<file path="src/rtl/wb_pipe_reg_pkg.sv">
// Shared constants and slot-control helpers for the MEM->WB pipeline register.
package wb_pipe_reg_pkg;

  localparam int DEF_DATA_W = 32;
  localparam int DEF_REG_AW = 5;

  localparam logic [31:0] ZERO_WORD     = 32'h0;
  localparam logic [4:0]  NOP_REG_ADDR  = 5'd0;
  localparam logic        WRITE_ENABLE  = 1'b1;
  localparam logic        WRITE_DISABLE = 1'b0;

  typedef enum logic [1:0] {
    SLOT_HOLD  = 2'd0,
    SLOT_LOAD  = 2'd1,
    SLOT_CLEAR = 2'd2
  } slot_op_t;

  // A stalled MEM stage feeds a bubble into the youngest slot only; older slots keep draining.
  function automatic slot_op_t slot_op(input logic first, input logic flush,
                                       input logic stall_dn, input logic stall_up);
    if (flush)
      return SLOT_CLEAR;
    else if (stall_dn)
      return SLOT_HOLD;
    else if (stall_up && first)
      return SLOT_CLEAR;
    else
      return SLOT_LOAD;
  endfunction

endpackage

</file>
<file path="src/rtl/wb_pipe_reg_if.sv">
// MEM->WB bus: write-back request in, registered write-back out, forwarding query.
interface wb_pipe_reg_if #(
  parameter int DATA_W = 32,
  parameter int REG_AW = 5
);

  logic              flush;
  logic              stall_up;
  logic              stall_dn;

  logic              in_valid;
  logic [REG_AW-1:0] in_wd;
  logic [DATA_W-1:0] in_wdata;
  logic              in_wreg;
  logic              in_whilo;
  logic [DATA_W-1:0] in_hi;
  logic [DATA_W-1:0] in_lo;

  logic              wb_valid;
  logic [REG_AW-1:0] wb_wd;
  logic [DATA_W-1:0] wb_wdata;
  logic              wb_wreg;
  logic              wb_whilo;
  logic [DATA_W-1:0] wb_hi;
  logic [DATA_W-1:0] wb_lo;

  logic [REG_AW-1:0] q_raddr;
  logic              q_hit;
  logic [DATA_W-1:0] q_data;

  modport master (
    output flush, stall_up, stall_dn,
    output in_valid, in_wd, in_wdata, in_wreg, in_whilo, in_hi, in_lo,
    input  wb_valid, wb_wd, wb_wdata, wb_wreg, wb_whilo, wb_hi, wb_lo,
    output q_raddr,
    input  q_hit, q_data
  );

  modport slave (
    input  flush, stall_up, stall_dn,
    input  in_valid, in_wd, in_wdata, in_wreg, in_whilo, in_hi, in_lo,
    output wb_valid, wb_wd, wb_wdata, wb_wreg, wb_whilo, wb_hi, wb_lo,
    input  q_raddr,
    output q_hit, q_data
  );

endinterface

</file>
<file path="src/rtl/wb_pipe_slot.sv">
// One write-back slot: loads, holds or clears its full payload on each rising edge.
module wb_pipe_slot
  import wb_pipe_reg_pkg::*;
#(
  parameter int DATA_W = DEF_DATA_W,
  parameter int REG_AW = DEF_REG_AW
) (
  input  logic              clk,
  input  logic              rst,
  input  slot_op_t          op,
  input  logic              load_valid,
  input  logic [REG_AW-1:0] load_wd,
  input  logic [DATA_W-1:0] load_wdata,
  input  logic              load_wreg,
  input  logic              load_whilo,
  input  logic [DATA_W-1:0] load_hi,
  input  logic [DATA_W-1:0] load_lo,
  output logic              valid,
  output logic [REG_AW-1:0] wd,
  output logic [DATA_W-1:0] wdata,
  output logic              wreg,
  output logic              whilo,
  output logic [DATA_W-1:0] hi,
  output logic [DATA_W-1:0] lo
);

  always_ff @(posedge clk) begin
    if (rst || op == SLOT_CLEAR) begin
      valid <= 1'b0;
      wd    <= '0;
      wdata <= '0;
      wreg  <= 1'b0;
      whilo <= 1'b0;
      hi    <= '0;
      lo    <= '0;
    end else if (op == SLOT_LOAD) begin
      valid <= load_valid;
      wd    <= load_wd;
      wdata <= load_wdata;
      wreg  <= load_wreg;
      whilo <= load_whilo;
      hi    <= load_hi;
      lo    <= load_lo;
    end
  end

endmodule

</file>
<file path="src/rtl/wb_pipe_reg.sv">
// Parametrised MEM->WB pipeline register with stall, bubble, flush and GPR forwarding query.
module wb_pipe_reg
  import wb_pipe_reg_pkg::*;
#(
  parameter int DATA_W = DEF_DATA_W,
  parameter int REG_AW = DEF_REG_AW,
  parameter int STAGES = 1
) (
  input logic          clk,
  input logic          rst,
  wb_pipe_reg_if.slave bus
);

  logic              src_valid [STAGES];
  logic [REG_AW-1:0] src_wd    [STAGES];
  logic [DATA_W-1:0] src_wdata [STAGES];
  logic              src_wreg  [STAGES];
  logic              src_whilo [STAGES];
  logic [DATA_W-1:0] src_hi    [STAGES];
  logic [DATA_W-1:0] src_lo    [STAGES];

  logic              s_valid [STAGES];
  logic [REG_AW-1:0] s_wd    [STAGES];
  logic [DATA_W-1:0] s_wdata [STAGES];
  logic              s_wreg  [STAGES];
  logic              s_whilo [STAGES];
  logic [DATA_W-1:0] s_hi    [STAGES];
  logic [DATA_W-1:0] s_lo    [STAGES];

  logic              hit;
  logic [DATA_W-1:0] hit_data;

  // An invalid MEM result enters as a clean bubble so no stale enables or data leak downstream.
  always_comb begin
    src_valid[0] = bus.in_valid;
    src_wreg[0]  = (bus.in_valid && bus.in_wreg == WRITE_ENABLE) ? WRITE_ENABLE : WRITE_DISABLE;
    src_whilo[0] = (bus.in_valid && bus.in_whilo == WRITE_ENABLE) ? WRITE_ENABLE : WRITE_DISABLE;
    src_wd[0]    = bus.in_valid ? bus.in_wd    : REG_AW'(NOP_REG_ADDR);
    src_wdata[0] = bus.in_valid ? bus.in_wdata : DATA_W'(ZERO_WORD);
    src_hi[0]    = bus.in_valid ? bus.in_hi    : DATA_W'(ZERO_WORD);
    src_lo[0]    = bus.in_valid ? bus.in_lo    : DATA_W'(ZERO_WORD);
    for (int i = 1; i < STAGES; i++) begin
      src_valid[i] = s_valid[i-1];
      src_wd[i]    = s_wd[i-1];
      src_wdata[i] = s_wdata[i-1];
      src_wreg[i]  = s_wreg[i-1];
      src_whilo[i] = s_whilo[i-1];
      src_hi[i]    = s_hi[i-1];
      src_lo[i]    = s_lo[i-1];
    end
  end

  for (genvar i = 0; i < STAGES; i++) begin : g_slot
    wb_pipe_slot #(
      .DATA_W(DATA_W),
      .REG_AW(REG_AW)
    ) u_slot (
      .clk        (clk),
      .rst        (rst),
      .op         (slot_op(i == 0, bus.flush, bus.stall_dn, bus.stall_up)),
      .load_valid (src_valid[i]),
      .load_wd    (src_wd[i]),
      .load_wdata (src_wdata[i]),
      .load_wreg  (src_wreg[i]),
      .load_whilo (src_whilo[i]),
      .load_hi    (src_hi[i]),
      .load_lo    (src_lo[i]),
      .valid      (s_valid[i]),
      .wd         (s_wd[i]),
      .wdata      (s_wdata[i]),
      .wreg       (s_wreg[i]),
      .whilo      (s_whilo[i]),
      .hi         (s_hi[i]),
      .lo         (s_lo[i])
    );
  end

  // Scan oldest to youngest so the youngest matching slot has the final say.
  always_comb begin
    hit      = 1'b0;
    hit_data = '0;
    for (int i = STAGES - 1; i >= 0; i--) begin
      if (s_valid[i] && s_wreg[i] && s_wd[i] == bus.q_raddr &&
          bus.q_raddr != REG_AW'(NOP_REG_ADDR)) begin
        hit      = 1'b1;
        hit_data = s_wdata[i];
      end
    end
  end

  assign bus.q_hit    = hit;
  assign bus.q_data   = hit_data;

  assign bus.wb_valid = s_valid[STAGES-1];
  assign bus.wb_wd    = s_wd[STAGES-1];
  assign bus.wb_wdata = s_wdata[STAGES-1];
  assign bus.wb_wreg  = s_wreg[STAGES-1];
  assign bus.wb_whilo = s_whilo[STAGES-1];
  assign bus.wb_hi    = s_hi[STAGES-1];
  assign bus.wb_lo    = s_lo[STAGES-1];

endmodule

</file>
<file path="src/flat_wrapper.sv">
// flat-port wrapper written by rule: the top's interface ports become plain ports
module wb_pipe_reg_flat import wb_pipe_reg_pkg::*;
#(
  parameter int DATA_W = DEF_DATA_W,
  parameter int REG_AW = DEF_REG_AW,
  parameter int STAGES = 1
)
  (clk, rst, bus_flush, bus_stall_up, bus_stall_dn, bus_in_valid, bus_in_wd, bus_in_wdata, bus_in_wreg, bus_in_whilo, bus_in_hi, bus_in_lo, bus_wb_valid, bus_wb_wd, bus_wb_wdata, bus_wb_wreg, bus_wb_whilo, bus_wb_hi, bus_wb_lo, bus_q_raddr, bus_q_hit, bus_q_data);
  wb_pipe_reg_if #(.DATA_W(DATA_W), .REG_AW(REG_AW)) bus_i ();
  input logic clk;
  input logic rst;
  input wire logic [$bits(bus_i.flush)-1:0] bus_flush;
  input wire logic [$bits(bus_i.stall_up)-1:0] bus_stall_up;
  input wire logic [$bits(bus_i.stall_dn)-1:0] bus_stall_dn;
  input wire logic [$bits(bus_i.in_valid)-1:0] bus_in_valid;
  input wire logic [$bits(bus_i.in_wd)-1:0] bus_in_wd;
  input wire logic [$bits(bus_i.in_wdata)-1:0] bus_in_wdata;
  input wire logic [$bits(bus_i.in_wreg)-1:0] bus_in_wreg;
  input wire logic [$bits(bus_i.in_whilo)-1:0] bus_in_whilo;
  input wire logic [$bits(bus_i.in_hi)-1:0] bus_in_hi;
  input wire logic [$bits(bus_i.in_lo)-1:0] bus_in_lo;
  output wire logic [$bits(bus_i.wb_valid)-1:0] bus_wb_valid;
  output wire logic [$bits(bus_i.wb_wd)-1:0] bus_wb_wd;
  output wire logic [$bits(bus_i.wb_wdata)-1:0] bus_wb_wdata;
  output wire logic [$bits(bus_i.wb_wreg)-1:0] bus_wb_wreg;
  output wire logic [$bits(bus_i.wb_whilo)-1:0] bus_wb_whilo;
  output wire logic [$bits(bus_i.wb_hi)-1:0] bus_wb_hi;
  output wire logic [$bits(bus_i.wb_lo)-1:0] bus_wb_lo;
  input wire logic [$bits(bus_i.q_raddr)-1:0] bus_q_raddr;
  output wire logic [$bits(bus_i.q_hit)-1:0] bus_q_hit;
  output wire logic [$bits(bus_i.q_data)-1:0] bus_q_data;
  assign bus_i.flush = bus_flush;
  assign bus_i.stall_up = bus_stall_up;
  assign bus_i.stall_dn = bus_stall_dn;
  assign bus_i.in_valid = bus_in_valid;
  assign bus_i.in_wd = bus_in_wd;
  assign bus_i.in_wdata = bus_in_wdata;
  assign bus_i.in_wreg = bus_in_wreg;
  assign bus_i.in_whilo = bus_in_whilo;
  assign bus_i.in_hi = bus_in_hi;
  assign bus_i.in_lo = bus_in_lo;
  assign bus_wb_valid = bus_i.wb_valid;
  assign bus_wb_wd = bus_i.wb_wd;
  assign bus_wb_wdata = bus_i.wb_wdata;
  assign bus_wb_wreg = bus_i.wb_wreg;
  assign bus_wb_whilo = bus_i.wb_whilo;
  assign bus_wb_hi = bus_i.wb_hi;
  assign bus_wb_lo = bus_i.wb_lo;
  assign bus_i.q_raddr = bus_q_raddr;
  assign bus_q_hit = bus_i.q_hit;
  assign bus_q_data = bus_i.q_data;
  wb_pipe_reg #(.DATA_W(DATA_W), .REG_AW(REG_AW), .STAGES(STAGES)) u_core (.clk(clk), .rst(rst), .bus(bus_i));
endmodule
</file>
<file path="config.mk">
export PLATFORM = sky130hd
export DESIGN_NAME = wb_pipe_reg_flat
export DESIGN_NICKNAME = d
export VERILOG_FILES = /design/src/rtl/wb_pipe_reg_pkg.sv /design/src/rtl/wb_pipe_reg_if.sv /design/src/rtl/wb_pipe_slot.sv /design/src/rtl/wb_pipe_reg.sv /design/src/flat_wrapper.sv
export SDC_FILE = /design/constraint.sdc
export NUM_CORES = 1
export LEC_CHECK = 0
export CAP_MARGIN = 20
export CELL_PAD_IN_SITES_DETAIL_PLACEMENT = 2
export CELL_PAD_IN_SITES_GLOBAL_PLACEMENT = 2
export CORE_MARGIN = 2
export CORE_UTILIZATION = 20
export CTS_BUF_LIST = sky130_fd_sc_hd__clkbuf_2
export DETAILED_ROUTE_END_ITERATION = 6
export GPL_TIMING_DRIVEN = 0
export PLACE_DENSITY_LB_ADDON = 0.05
export SYNTH_ARGS = -nofsm -noshare
export SYNTH_HDL_FRONTEND = slang
export SYNTH_SLANG_ARGS = --single-unit
</file>
<file path="constraint.sdc">
create_clock -name clk -period 2.1 [get_ports clk]
set_input_delay 0.21 -clock clk [delete_from_list [all_inputs] [get_ports clk]]
set_output_delay 0.21 -clock clk [all_outputs]
set_load 0.05 [all_outputs]
</file>
# --- Word-level counts from Yosys, hierarchy flattened ---
# Cells that the tools add are included.
classes:
  n_addsub: 0
  mul: 0
  div_mod_pow: 0
  order_cmp: 0
  n_eq_ne: 3
  shift: 0
  muxes: 11
  n_bitwise: 0
  n_reduce_logical: 7
ops:
  columns: ["operator", "n"]
  rows:
  - ["two-way mux 32 bit", 4]
  - ["two-way mux 2 bit", 3]
  - ["equality test 5 bit", 1]
  - ["logical AND 1 bit", 5]
  - ["two-way mux 5 bit", 1]
  - ["nonzero test 5 bit", 1]
  - ["two-way mux 1 bit", 3]
  - ["equality test 2 x 1 -> 1 bit, second input constant", 1]
  - ["equality test 2 bit, second input constant", 1]
  - ["logical OR 1 bit", 1]
totals:
  regBits: 104
  latchBits: 0
  mem_bits_rw: 0
  romBits: 0
  input_bits: 114
  memories: 0

# --- Depth between registers and ports, before layout ---
logic_depth:
  depth_word: 5
  depth_mapped: 6
  mapped_depth_nobuf: 3

# --- By module ---
# From an unflattened synthesis, not the netlist that was laid out.
unflattened:
  hier_cells: 643
  hier_area_um2: 6019.5
by_module_without_submodules:
  columns: ["mod", "n_inst", "cells_each", "area_each_um2"]
  rows:
  - ["wb_pipe_slot", 1, 473, 4655.7]
  - ["wb_pipe_reg", 1, 170, 1363.8]

# --- Worst setup path after synthesis ---
# Ideal clock, no wire load.
synth_timing:
  path_type: "reg-to-output"
  start: "register u_core.g_slot[0].u_slot.wd[1]"
  end: "output port bus_q_data[27]"
  arrival_time_ns: 3.069
  t_required_ns: 1.890
  slack_ns: -1.179
  stages_incl_launch_ff: 5
  path_buffers: 1
  path_cell_list: "dfxtp_1 xor2_1 or4_1 buf_2 nor4b_1"
synth_via:
  elab_chain_cells: 4
synth_rtl:
  columns: ["item", "line_no", "rtl"]
  rows:
  - ["start, declared", "wb_pipe_slot.sv:19", "output logic [REG_AW-1:0] wd,"]
  - ["start signal, assigned", "wb_pipe_slot.sv:38", "wd <= load_wd;"]
  - ["equality test 5 bit", "wb_pipe_reg.sv:83", "if (s_valid[i] && s_wreg[i] && s_wd[i] == bus.q_raddr &&"]
  - ["logical AND 1 bit (2 in series)", "wb_pipe_reg.sv:83", null]
  - ["two-way mux 32 bit", "wb_pipe_reg.sv:83", null]
  - ["end, declared", "flat_wrapper.sv:31", "output wire logic [$bits(bus_i.q_data)-1:0] bus_q_data;"]
# Every way passes these cells.

# --- Worst setup path in the final report ---
layout_timing:
  start: "register u_core.g_slot[0].u_slot.wd[1]"
  end: "output port bus_q_data[11]"
# Same word-level chain as after synthesis.

==> impl_metrics.ini <==
[yosys]
synth_area_um2 = 4320
synth_seq_cells = 104
syn_inst = 520
synth_fp_nets = 634
synth-seq-area-share_pct = 48.2
synth.avg_cell_area_um2 = 8.31
ys_warn_count = 0
synthDistinctLibCells = 18

[timing]
finalSetupTns_ns = -18.63
layout_min_cycle_time_ns = 2.71
finalWorstSetupSlack_ns = -0.607
rsz0062_at_grt = true
setup_viol = 33
hold_viol_final = 0
skew_ns = 0
timing.final.crit_share_pct = 129
drv_slew = 0
worst_slew_pin_slew_ns = 0.713
fmax_ghz = 0.369
slew_headroom_pct = 52.5

[setup_path]
cp_slowest_cell = or4_4
cp-end-kind = output pin
worstSetupPathType = reg2out
r2r_slack_ns = 1.25
slowest_delay_ns = 0.49
cp_common_cell = buf_12
worstReg2RegEnd = u_core.g_slot[0].u_slot.wd[1]
r2r_start = u_core.g_slot[0].u_slot.wd[1]
cp.required_ns = 1.89
cp-start-kind = register
rr_worst_depth = 4
path_cells = xor2_1 -> or4_4 -> buf_12 -> buf_12 -> nor4b_4 -> buf_6
crit_arrival_ns = 2.50
cp_max_fo = 10

[placement]
port_buffers = 249
dp_hpwl_mm = 15.0
gp_congestion = 0.742
placed_cell_area_um2 = 7530

[floorplanning]
coreArea_um2 = 21100
die_x_um = 151
start_util_pct = 20.5
die-area_um2 = 22800
die_h_um = 151
num_rows = 53
io-pin-count = 251

[route]
drc = 0
highest_layer = met4
drt_iter0_markers = 184
wl_per_cell_um = 18.5
routed_wirelength_mm = 19.8
wl_met1_mm = 8.00
routed-via-count = 4882
routed-wl-met3_mm = 1.47
drtAntennaViolNets = 0
met2_wirelength_mm = 10.2
vias_per_cell = 4.55
first_pass_iters = 4

[finish]
areaGrowthSynthToFinish_pct = 81.5
fill_cells = 2346
final_common_cell = clkdlybuf4s50_1
layout_common_cells = clkdlybuf4s50_1 (112), nand2_1 (106), a21oi_1 (104)
nNetsFinal = 905
drive_gt1_share_pct = 15.2
design_area_um2 = 7840

[cts]
worstSkewPairLatency_ns = 0.59
clk_pin_slew_ns = 0.30
cts.htree.levels = 3
cts_max_path_buffers = 2
cts_sinks = 104
cts_tree = done
cts_buffers = 9
cts-root-buf = clkbuf_2

[grt]
antenna_found_initial = 1
grt_max_degree = 17
grt.overflow.total = 0
track_usage_pct = 17.4
grt_pass1_wl_mm = 30.5
grt_pass1_vias = 5422

[run_status]
status = finished, violations left
violations = setup timing

[hold_path]
min_to = u_core.g_slot[0].u_slot.lo[8]
hold_start = bus_in_lo[8]
min_path_cells = 3
hold_path.class = in2reg

[power]
leakagePower_uw = 0.00360
vdd.ir_drop.worst_mv = 0.264
power_density_nw_per_um2 = 464

[flow_run]
drv_cap = 0
## worst max-delay path by stage
stage / startpoint / endpoint
after floorplan: u_core.g_slot[0].u_slot.wd[4] / bus_q_data[0]
after global placement: bus_q_raddr[4] / bus_q_data[26]
after detailed placement: bus_q_raddr[3] / bus_q_data[26]
after CTS: u_core.g_slot[0].u_slot.wd[1] / bus_q_data[9]
after global routing: u_core.g_slot[0].u_slot.wd[1] / bus_q_data[15]
final: u_core.g_slot[0].u_slot.wd[1] / bus_q_data[11]
## report_power, final
| part | switching (uW) | leakage [uW] | internal [uW] | total (uW) |
|---|---|---|---|---|
| combinational | 282 | 0.00268 | 255 | 537 |
| sequential | 7.93 | 0.000843 | 1990 | 2000 |
| clock | 710 | 0.0000789 | 393 | 1100 |
| total | 1000 | 0.00360 | 2640 | 3640 |
## cells in the mapped netlist (all sizes together)
| cell type | number | area (um^2) |
|---|---|---|
| nand2 | 107 | 402 |
| a21oi | 104 | 521 |
| dfxtp | 104 | 2080 |
| nand3 | 103 | 515 |
| clkbuf | 39 | 146 |
| nor4b | 32 | 462 |
| buf | 17 | 100 |
| xor2 | 3 | 26.3 |
| nor2 | 2 | 7.51 |
| nor3 | 2 | 10.0 |
| or4 | 2 | 15.0 |
| xnor2 | 2 | 17.5 |
| inv | 1 | 3.75 |
| o21ai | 1 | 5.00 |
| or3 | 1 | 6.26 |
## critical path, delay by kind of cell (launching register included)
family,cells,cell delay [ns]
XOR/XNOR,1,0.15
buffers and inverters,3,0.53
flip-flops,1,0.41
AND/OR/NAND/NOR,2,0.77
## layout make-up
type	count	area, um^2	share of cell area, %
Antenna cell	2	5.00	0.0639
Buffer	56	342	4.36
Clock buffer	10	50.0	0.639
Clock inverter	5	80.1	1.02
Inverter	1	3.75	0.0479
Multi-Input combinational cell	359	2310	29.5
Sequential cell	104	2100	26.8
Tap cell	275	344	4.39
Timing Repair Buffer	260	2600	33.1
## stage by stage
| stage | hold WS, ns | utilization (%) | setup slack, ns | total power (uW) | cells |
|---|---|---|---|---|---|
| after floorplan | 0.367 | - | -0.147 | 2250 | 520 |
| after global placement | 0.439 | 35.7 | -0.935 | 2560 | 1044 |
| after detailed placement | 0.449 | 35.7 | -0.956 | 2570 | 1044 |
| after CTS | 0.0319 | 36.8 | -0.708 | 3730 | 1069 |
| after global routing | 0.0156 | 37.2 | -0.756 | 3830 | 1072 |
| final | 0.118 | 37.2 | -0.607 | 3640 | 1072 |
## state kept, by name, summed over array words and instances (netlist names)
name / count
u_core.g_slot.u_slot.valid: 1
u_core.g_slot.u_slot.wdata: 32
u_core.g_slot.u_slot.lo: 32
u_core.g_slot.u_slot.wreg: 1
u_core.g_slot.u_slot.hi: 32
u_core.g_slot.u_slot.whilo: 1
u_core.g_slot.u_slot.wd: 5
## metal layers
| layer | GRT usage (%) | up-vias |
|---|---|---|
| li1 | - | 2344 |
| met1 | 20.3 | 2382 |
| met5 | 0 | - |
| met3 | 5.42 | 11 |
| met4 | 4.02 | 0 |
| met2 | 31.1 | 145 |
## cells by family (layout without fill, tap and decap cells)
group | after synthesis | in the layout | synth area share (%)
other cells | 0 | 2 | 0
buf+inv | 57 | 332 | 5.79
simple gates | 249 | 249 | 32.8
xor+xnor | 5 | 5 | 1.01
flops | 104 | 104 | 48.2
compound gates | 105 | 105 | 12.2
## timing repair
item | 4_1_cts | 5_1_grt
hold buffers | 0 | 0
setup endpoints to repair | 119 | 53
setup buffers | 8 | 1
gates cloned | 2 | 0
pin swaps | 7 | 4
gates resized for setup | 334 | 24
(Power assumes the default switching activity.)
